--- config.mk ---
export PLATFORM = sky130hd
export DESIGN_NAME = dsp_acc_unsigned_reg_neg
export DESIGN_NICKNAME = d
export VERILOG_FILES = /design/src/rtl/dsp_acc_unsigned_reg_neg.sv
export SDC_FILE = /design/constraint.sdc
export NUM_CORES = 1
export LEC_CHECK = 0
export ABC_AREA = 1
export BUFFER_PORTS_ARGS = -buffer_cell sky130_fd_sc_hd__clkbuf_2
export CAP_MARGIN = 15
export CORE_UTILIZATION = 45
export CTS_CLUSTER_SIZE = 24
export DETAILED_ROUTE_END_ITERATION = 8
export PLACE_DENSITY = 0.73
export SLEW_MARGIN = 20
export SYNTH_ARGS = -nofsm -noshare
export SYNTH_HDL_FRONTEND = slang
export SYNTH_SLANG_ARGS = --single-unit
export TNS_END_PERCENT = 50
--- constraint.sdc ---
create_clock -name clk -period 3.4 [get_ports clk]
set_input_delay 0.17 -clock clk [delete_from_list [all_inputs] [get_ports clk]]
set_output_delay 0.17 -clock clk [all_outputs]
set_load 0.01 [all_outputs]
--- src/rtl/dsp_acc_unsigned_reg_neg.sv ---
// Saturating dot-product accumulator fed by the negedge unsigned DSP multiplier.
// Collects len products per run and presents the result on a valid/ready handshake.
module dsp_acc_unsigned_reg_neg #(
    parameter int unsigned P_W   = 38,
    parameter int unsigned ACC_W = 46,
    parameter int unsigned CNT_W = 8
) (
    input  logic             clk,
    input  logic             reset,
    input  logic             start,
    input  logic [CNT_W-1:0] len,
    input  logic [P_W-1:0]   p_in,
    input  logic             p_valid,
    output logic             p_ready,
    output logic [ACC_W-1:0] acc_out,
    output logic             out_valid,
    input  logic             out_ready,
    output logic             sat,
    output logic             busy
);

    typedef enum logic [1:0] {StIdle, StAccum, StDone} state_e;

    state_e             state_q;
    logic [ACC_W-1:0]   acc_q;
    logic               sat_q;
    logic               out_valid_q;
    logic [CNT_W-1:0]   count_q;

    logic [ACC_W:0]     sum;
    logic               launch;

    // One guard bit above the accumulator catches overflow of a single add.
    always_comb begin
        sum = {1'b0, acc_q} + {{(ACC_W + 1 - P_W){1'b0}}, p_in};
    end

    // A new run may start from IDLE, or from DONE in the same edge the result is taken.
    always_comb begin
        launch = start && ((state_q == StIdle) || ((state_q == StDone) && out_ready));
    end

    always_ff @(negedge clk or negedge reset) begin
        if (!reset) begin
            state_q     <= StIdle;
            acc_q       <= '0;
            sat_q       <= 1'b0;
            out_valid_q <= 1'b0;
            count_q     <= '0;
        end else if (launch) begin
            acc_q <= '0;
            sat_q <= 1'b0;
            if (len == '0) begin
                state_q     <= StDone;
                out_valid_q <= 1'b1;
                count_q     <= '0;
            end else begin
                state_q     <= StAccum;
                out_valid_q <= 1'b0;
                count_q     <= len;
            end
        end else begin
            unique case (state_q)
                StIdle: begin
                    state_q <= StIdle;
                end
                StAccum: begin
                    if (p_valid) begin
                        if (sum[ACC_W]) begin
                            acc_q <= '1;
                            sat_q <= 1'b1;
                        end else begin
                            acc_q <= sum[ACC_W-1:0];
                        end
                        count_q <= count_q - CNT_W'(1);
                        if (count_q == CNT_W'(1)) begin
                            state_q     <= StDone;
                            out_valid_q <= 1'b1;
                        end
                    end
                end
                StDone: begin
                    if (out_ready) begin
                        state_q     <= StIdle;
                        out_valid_q <= 1'b0;
                    end
                end
                default: begin
                    state_q     <= StIdle;
                    out_valid_q <= 1'b0;
                end
            endcase
        end
    end

    always_comb begin
        p_ready   = (state_q == StAccum);
        busy      = (state_q != StIdle);
        acc_out   = acc_q;
        sat       = sat_q;
        out_valid = out_valid_q;
    end

endmodule

==> impl_metrics.tcl, run 1 <==
set metrics [dict create \
    final_net_count 1406 \
    crit_type "in -> reg" \
    run_status "finished, final reports clean" \
    worst_clock_skew_ns 0.007712 \
    rsz0062_at_grt "true" \
    cp_data_required_time_ns 1.88 \
    clock_tree_from_tritoncts "done" \
    clock_path_buffers 2 \
    chipHeight_microns 120.9 \
    num_vias 7580 \
    setup-violations-final 0 \
    timing.final.max_slew_violations 0 \
    antenna-diode-count 0 \
    fillCellCount 1282 \
    pin_count_of_the_biggest_net_entering_global_routing 59 \
    postRouteWirelength_microns 21900 \
    mappedNetlistArea_sq_um 6366 \
    critical_path_peak_fanout 7 \
    numCtsBuffers 9 \
    clock_slew_seen_by_the_registers_of_the_worst_setup_and_hold_paths_ns 0.04 \
    gp_congestion 0.9911 \
    first_pass_iters 5 \
    grt_pass1_vias 7121 \
    power.ir.vdd_worst_uv 516.3 \
    globalRouteOverflowTotal 0 \
    min-delay-path-class "reg -> reg" \
    totalNegativeSetupSlack_ns 0 \
    detail_route.drc_violations 0 \
    die_w_microns 120.9 \
    antenna_found_initial 0 \
    data_arrival_time_at_the_worst_slack_endpoint_ns 1.82 \
    ant_nets 0 \
    sequential_to_total_area_share_from_yosys_stat 0.2280 \
    synth_warnings 0 \
    worstMarginPinSlew_ns 0.3636 \
    worst_slack_at_placement_ns -0.4007 \
    groute.usage.overall 0.3014 \
    core_sq_um 13830 \
    crit_slowest_cell "sky130_fd_sc_hd__fa_2" \
    numPlacedInstances 1478 \
    flow.area_growth_from_synthesis_pct 40.82 \
    synth_seq_cells 58 \
    top_level_ports 101 \
    final_critical_path_setup_slack_ns 0.05249 \
    timing.critical_path.from_type "primary input" \
    placementRows 43 \
    power.static_leakage_nw 5.200 \
    slew-limit-headroom 0.7558 \
    hold_violations 0 \
    rr_startpoint "acc_out[12]$_DFFE_NN0P_" \
    timing.max_cap.violations 0 \
    numClockSinks 58 \
    synth_area_per_cell_sq_um 5.857 \
    routed_wirelength_normalized_by_instance_count_microns 14.62 \
    final_layout_size_suffix_gt1_frac 0.2974 \
    wire_length_of_the_first_global_routing_pass_microns 34140 \
    p_per_area_nw_per_um2 714.9 \
    chain_of_cells_forming_the_critical_path "buf_6, ha_4, fa_2, nand3_4, o211ai_2, nand2_1, nand2_2, nand2_2, nand3_4, nand2_8, buf_12, o211ai_1" \
    hp-start "out_valid$_DFFE_NN0P_" \
    cp-startpoint "p_in[0]" \
    cp_peak_stage_delay_ns 0.37 \
    place_hpwl_microns 16730 \
    post_synth_inst_count 1087 \
    finish.cell_count_without_fillers 1498 \
    initial_utilization 0.4604 \
    ratio_of_routed_vias_to_standard_cells 5.060 \
    clk_root_buffer_cell "sky130_fd_sc_hd__clkbuf_16" \
    numPortBuffers 100 \
    h-tree-depth 3 \
    dieArea_sq_um 14630 \
    end_kind "flop" \
    worstSkewPairLatency_ns 0.35 \
    fin_total_pwr_mw 6.409 \
    synthesized_nets 1179 \
    synth_cell_types 36 \
    detail_route.iter0.violations 553 \
    holdBufCountCts 0 \
]
==> synth_stat cells <==
| cell | count | share of area |
|---|---|---|
| sky130_fd_sc_hd__a21boi_0 | 5 | 0.0059 |
| sky130_fd_sc_hd__nand2_2 | 2 | 0.0020 |
| sky130_fd_sc_hd__a22oi_1 | 1 | 0.0012 |
| sky130_fd_sc_hd__nor3_1 | 8 | 0.0063 |
| sky130_fd_sc_hd__inv_1 | 196 | 0.12 |
| sky130_fd_sc_hd__nand2_4 | 1 | 0.0018 |
| sky130_fd_sc_hd__o211ai_2 | 2 | 0.0039 |
| sky130_fd_sc_hd__xnor2_1 | 2 | 0.0028 |
| sky130_fd_sc_hd__fa_1 | 1 | 0.0031 |
| sky130_fd_sc_hd__ha_1 | 40 | 0.079 |
| sky130_fd_sc_hd__nor4_1 | 2 | 0.0020 |
| sky130_fd_sc_hd__o21bai_1 | 3 | 0.0035 |
| sky130_fd_sc_hd__nor2_2 | 4 | 0.0039 |
| sky130_fd_sc_hd__o221ai_1 | 2 | 0.0028 |
| sky130_fd_sc_hd__xor2_1 | 3 | 0.0041 |
| sky130_fd_sc_hd__clkbuf_1 | 3 | 0.0018 |
| sky130_fd_sc_hd__buf_4 | 2 | 0.0024 |
| sky130_fd_sc_hd__nand3_1 | 85 | 0.067 |
| sky130_fd_sc_hd__inv_2 | 4 | 0.0024 |
| sky130_fd_sc_hd__nand4_1 | 12 | 0.012 |
| sky130_fd_sc_hd__o22ai_1 | 1 | 0.00098 |
| sky130_fd_sc_hd__o21ai_0 | 14 | 0.011 |
| sky130_fd_sc_hd__buf_2 | 8 | 0.0063 |
| sky130_fd_sc_hd__nor2_4 | 2 | 0.0035 |
| sky130_fd_sc_hd__o211ai_1 | 3 | 0.0035 |
| sky130_fd_sc_hd__a21oi_1 | 35 | 0.028 |
| sky130_fd_sc_hd__dfrtn_1 | 58 | 0.23 |
| sky130_fd_sc_hd__buf_6 | 4 | 0.0071 |
| sky130_fd_sc_hd__or2_2 | 21 | 0.021 |
| sky130_fd_sc_hd__nand3_2 | 30 | 0.047 |
| sky130_fd_sc_hd__nand2_1 | 435 | 0.26 |
| sky130_fd_sc_hd__a32oi_1 | 1 | 0.0014 |
| sky130_fd_sc_hd__nand3_4 | 1 | 0.0028 |
| sky130_fd_sc_hd__nor2_1 | 88 | 0.052 |
| sky130_fd_sc_hd__nand3b_1 | 7 | 0.0083 |
| sky130_fd_sc_hd__and3_1 | 1 | 0.00098 |
==> cell families after synthesis <==
group,share of synthesized area
compound gates,0.06172
xor+xnor,0.006880
fa+ha+maj,0.08176
buf+inv,0.1354
flops,0.2280
simple gates,0.4862
==> worst max-delay path, delay by kind of cell <==
kind,cells,cell delay (ns)
AOI/OAI and AO/OA,2,0.20
adders and majority gates,2,0.52
buffers and inverters,2,0.24
and+or+nand+nor,6,0.69
==> layout make-up <==
| class | instances | area [sq um] | share of cell area |
|---|---|---|---|
| tap | 180 | 225.2 | 0.02512 |
| sequential | 58 | 1451 | 0.1619 |
| timing repair buffer | 233 | 1638 | 0.1827 |
| multi-input combinational | 812 | 4606 | 0.5137 |
| clock inverter | 5 | 55.05 | 0.006141 |
| inverter | 200 | 750.7 | 0.08374 |
| clock buffer | 10 | 239.0 | 0.02666 |
==> cells in the final DEF, fill, tap and decap left out, types with 8 or more instances in the layout <==
| master | count |
|---|---|
| sky130_fd_sc_hd__inv_1 | 195 |
| sky130_fd_sc_hd__o21ai_0 | 11 |
| sky130_fd_sc_hd__nand3_2 | 41 |
| sky130_fd_sc_hd__nand2_1 | 419 |
| sky130_fd_sc_hd__a21oi_1 | 32 |
| sky130_fd_sc_hd__buf_4 | 123 |
| sky130_fd_sc_hd__nor3_1 | 8 |
| sky130_fd_sc_hd__clkbuf_2 | 98 |
| sky130_fd_sc_hd__nand2_2 | 17 |
| sky130_fd_sc_hd__clkbuf_16 | 11 |
| sky130_fd_sc_hd__ha_1 | 10 |
| sky130_fd_sc_hd__nor2_2 | 14 |
| sky130_fd_sc_hd__nand3_1 | 72 |
| sky130_fd_sc_hd__nand4_1 | 12 |
| sky130_fd_sc_hd__ha_4 | 28 |
| sky130_fd_sc_hd__or2_2 | 20 |
| sky130_fd_sc_hd__dfrtn_1 | 58 |
| sky130_fd_sc_hd__nor2_1 | 75 |
==> flip-flops by register name, indices dropped and copies added (netlist names) <==
register,flops
count_q,8
acc_out,46
out_valid,1
state_q,2
sat,1
==> through the flow <==
step | hold WS, ns | cell area, sq um | util
2_1_floorplan | 0.4604 | 6429 | -
3_3_place_gp | 0.4247 | 8087 | 0.5848
3_5_place_dp | 0.4277 | 8087 | 0.5848
4_1_cts | 0.4416 | 8407 | 0.6080
5_1_grt | 0.4542 | 8965 | 0.6484
6_report | 0.4405 | 8965 | 0.6484
==> power by group <==
| part | internal (mW) | switching [mW] | total (mW) | leakage, nW |
|---|---|---|---|---|
| logic | 1.87 | 2.37 | 4.24 | 4.30 |
| clock network | 0.580 | 0.361 | 0.941 | 0.140 |
| registers | 0.956 | 0.274 | 1.23 | 0.756 |
| total | 3.40 | 3.01 | 6.41 | 5.20 |
==> per-layer routing <==
layer | wire, microns | track usage | up-vias
met2 | 10090 | 0.4964 | 270
met1 | 9734 | 0.3972 | 3435
met4 | 658 | 0.1157 | 0
li1 | - | - | 3822
met5 | 0 | 0 | -
met3 | 1417 | 0.04229 | 53
==> worst paths after layout <==
path | end | depth (start not counted) | slack [ns]
worst min-delay path | out_valid$_DFFE_NN0P_ | 2 | 0.44
max in group asynchronous | acc_out[2]$_DFFE_NN0P_ | 2 | 1.67
worst max-delay path | acc_out[2]$_DFFE_NN0P_ | 12 | 0.05
worst max register to register | acc_out[2]$_DFFE_NN0P_ | 14 | 1.24
min in group asynchronous | acc_out[7]$_DFFE_NN0P_ | 2 | 1.42
worst min register to register | out_valid$_DFFE_NN0P_ | 2 | 0.44
==> timing repair <==
action / in CTS / in global routing
buffers inserted: 0 / 3
endpoints found under the setup margin: 4 / 47
gates cloned: 0 / 2
resized for setup: 5 / 75
pin swaps: 0 / 17
(Power assumes the default switching activity.)
==> run 2: changes to the inputs <==
--- a/config.mk
+++ b/config.mk
@@ -12,6 +12,7 @@
 export CTS_CLUSTER_SIZE = 24
 export DETAILED_ROUTE_END_ITERATION = 8
 export PLACE_DENSITY = 0.73
+export SETUP_SLACK_MARGIN = 0.15
 export SLEW_MARGIN = 20
 export SYNTH_ARGS = -nofsm -noshare
 export SYNTH_HDL_FRONTEND = slang
==> run 2 against run 1 <==
Largest cell class unchanged. Highest routed layer unchanged. Sequential cell count did not move. Register-to-register slack got worse by 0.02 ns. Clock skew barely moved.
==> impl_metrics.tcl, run 2 (synthesis results as in run 1) <==
set metrics [dict create \
    clk_root_buffer_cell "sky130_fd_sc_hd__clkbuf_16" \
    clock_tree_from_tritoncts "done" \
    ratio_of_routed_vias_to_standard_cells 5.120 \
    holdBufCountCts 0 \
    timing.final.max_slew_violations 0 \
    worstSkewPairLatency_ns 0.36 \
    min-delay-path-class "reg -> reg" \
    layout.cell_area.non_filler_sq_um 9250 \
    clock_path_buffers 2 \
    mostFrequentLayoutCells "sky130_fd_sc_hd__nand2_1 (402), sky130_fd_sc_hd__inv_1 (194), sky130_fd_sc_hd__buf_4 (130)" \
    numCtsBuffers 9 \
    worst_clock_skew_ns 0.007717 \
    dieArea_sq_um 14630 \
    wire_length_of_the_first_global_routing_pass_microns 34810 \
    finish.cell_count_without_fillers 1506 \
    final_critical_path_setup_slack_ns 0.02518 \
    cell_depth_of_the_worst_hold_path 2 \
    final_layout_size_suffix_gt1_frac 0.3409 \
    power.ir.vdd_worst_uv 512.5 \
    rsz0062_at_grt "true" \
    detail_route.iter0.violations 533 \
    globalRouteOverflowTotal 0 \
    cp_data_required_time_ns 1.88 \
    num_vias 7710 \
    numClockSinks 58 \
    place_hpwl_microns 16730 \
    numPlacedInstances 1478 \
    antenna_found_initial 0 \
    totalNegativeSetupSlack_ns 0 \
    dpl_cell_area_sq_um 8087 \
    largest_register_ffs 46 \
    most_common_cell_after_layout_fill_and_taps_aside "sky130_fd_sc_hd__nand2_1" \
    data_arrival_time_at_the_worst_slack_endpoint_ns 1.85 \
    worstMarginPinSlew_ns 0.3541 \
    h-tree-depth 3 \
    die_w_microns 120.9 \
    top_level_ports 101 \
    final_net_count 1414 \
    worst_slack_at_placement_ns -0.4007 \
    fin_total_pwr_mw 6.601 \
    final_core_utilization 0.6690 \
    placementRows 43 \
    critical_path_peak_fanout 7 \
    numPortBuffers 100 \
    initial_utilization 0.4604 \
    hold_violations 0 \
    slew-limit-headroom 0.7621 \
    crit_type "in -> reg" \
    register_area_sq_um 1451 \
    postRouteWirelength_microns 22500 \
    reg2reg_depth 11 \
    run_status "finished, final reports clean" \
    power.static_leakage_nw 5.278 \
    timing.critical_path.from_type "primary input" \
    detail_route.drc_violations 0 \
    setup-violations-final 0 \
    multi_input_comb_area_sq_um 4811 \
    ant_nets 0 \
    hold_ws_ns 0.4464 \
    grt_pass1_vias 7234 \
    routed_wirelength_normalized_by_instance_count_microns 14.94 \
    end_kind "flop" \
    groute.usage.overall 0.3078 \
    pin_count_of_the_biggest_net_entering_global_routing 59 \
    clock_slew_seen_by_the_registers_of_the_worst_setup_and_hold_paths_ns 0.04 \
    antenna-diode-count 0 \
    first_pass_iters 5 \
    flow.area_growth_from_synthesis_pct 45.30 \
    core_sq_um 13830 \
    chipHeight_microns 120.9 \
    p_per_area_nw_per_um2 713.6 \
    gp_congestion 0.9911 \
    timing.max_cap.violations 0 \
    fillCellCount 1236 \
]
## run 2: cell count changes in the layout (fill, tap and decap cells not counted), sizes merged
cell	previous run	this run
buf	133	141
## run 2: report_power, final
group	total [mW]	internal, mW	switching [mW]
sequential	1.23	0.956	0.279
clock	0.947	0.580	0.367
combinational	4.42	1.96	2.46
## run 2: cell type report
class                      count  share of cell area
tap                          180             0.02435
clock buffer                  10             0.02584
timing repair buffer         241              0.1857
multi-input combinational    812              0.5201
sequential                    58              0.1569
inverter                     200             0.08116
clock inverter                 5            0.005952
## run 2: timing repair
item | CTS | global route
setup endpoints to repair | 47 | 47
pin swaps | 13 | 30
cloned | 1 | 2
setup buffers | 4 | 6
resized for setup | 44 | 96
endpoints found under the hold margin | 0 | 0
## run 2: critical path: stages
cell,delay (ns)
sky130_fd_sc_hd__buf_6,0.10
sky130_fd_sc_hd__ha_4,0.15
sky130_fd_sc_hd__fa_2,0.37
sky130_fd_sc_hd__nand3_4,0.10
sky130_fd_sc_hd__o211ai_2,0.12
sky130_fd_sc_hd__nand2_1,0.09
sky130_fd_sc_hd__nand2_2,0.07
sky130_fd_sc_hd__nand2_2,0.08
sky130_fd_sc_hd__nand3_4,0.17
sky130_fd_sc_hd__nand2_8,0.20
sky130_fd_sc_hd__buf_12,0.14
sky130_fd_sc_hd__o211ai_1,0.09
## run 2: final timing paths
path                                             start  slack (ns)                     end
worst max-delay path                           p_in[0]        0.03  acc_out[2]$_DFFE_NN0P_
worst min-delay path             out_valid$_DFFE_NN0P_        0.45   out_valid$_DFFE_NN0P_
worst max register to register  acc_out[0]$_DFFE_NN0P_        1.22  acc_out[2]$_DFFE_NN0P_
worst min register to register   out_valid$_DFFE_NN0P_        0.45   out_valid$_DFFE_NN0P_
max in group asynchronous                        reset        1.67  count_q[5]$_DFFE_NN0P_
min in group asynchronous                        reset        1.41  acc_out[8]$_DFFE_NN0P_
## run 2: per-layer routing
metal | GRT usage | up-vias | share of wire | wire [microns]
met3 | 0.04417 | 62 | 0.073 | 1642
met5 | 0 | - | 0 | 0
met4 | 0.1242 | 0 | 0.034 | 773
met1 | 0.4005 | 3497 | 0.43 | 9625
met2 | 0.5100 | 315 | 0.46 | 10460
li1 | - | 3836 | - | -
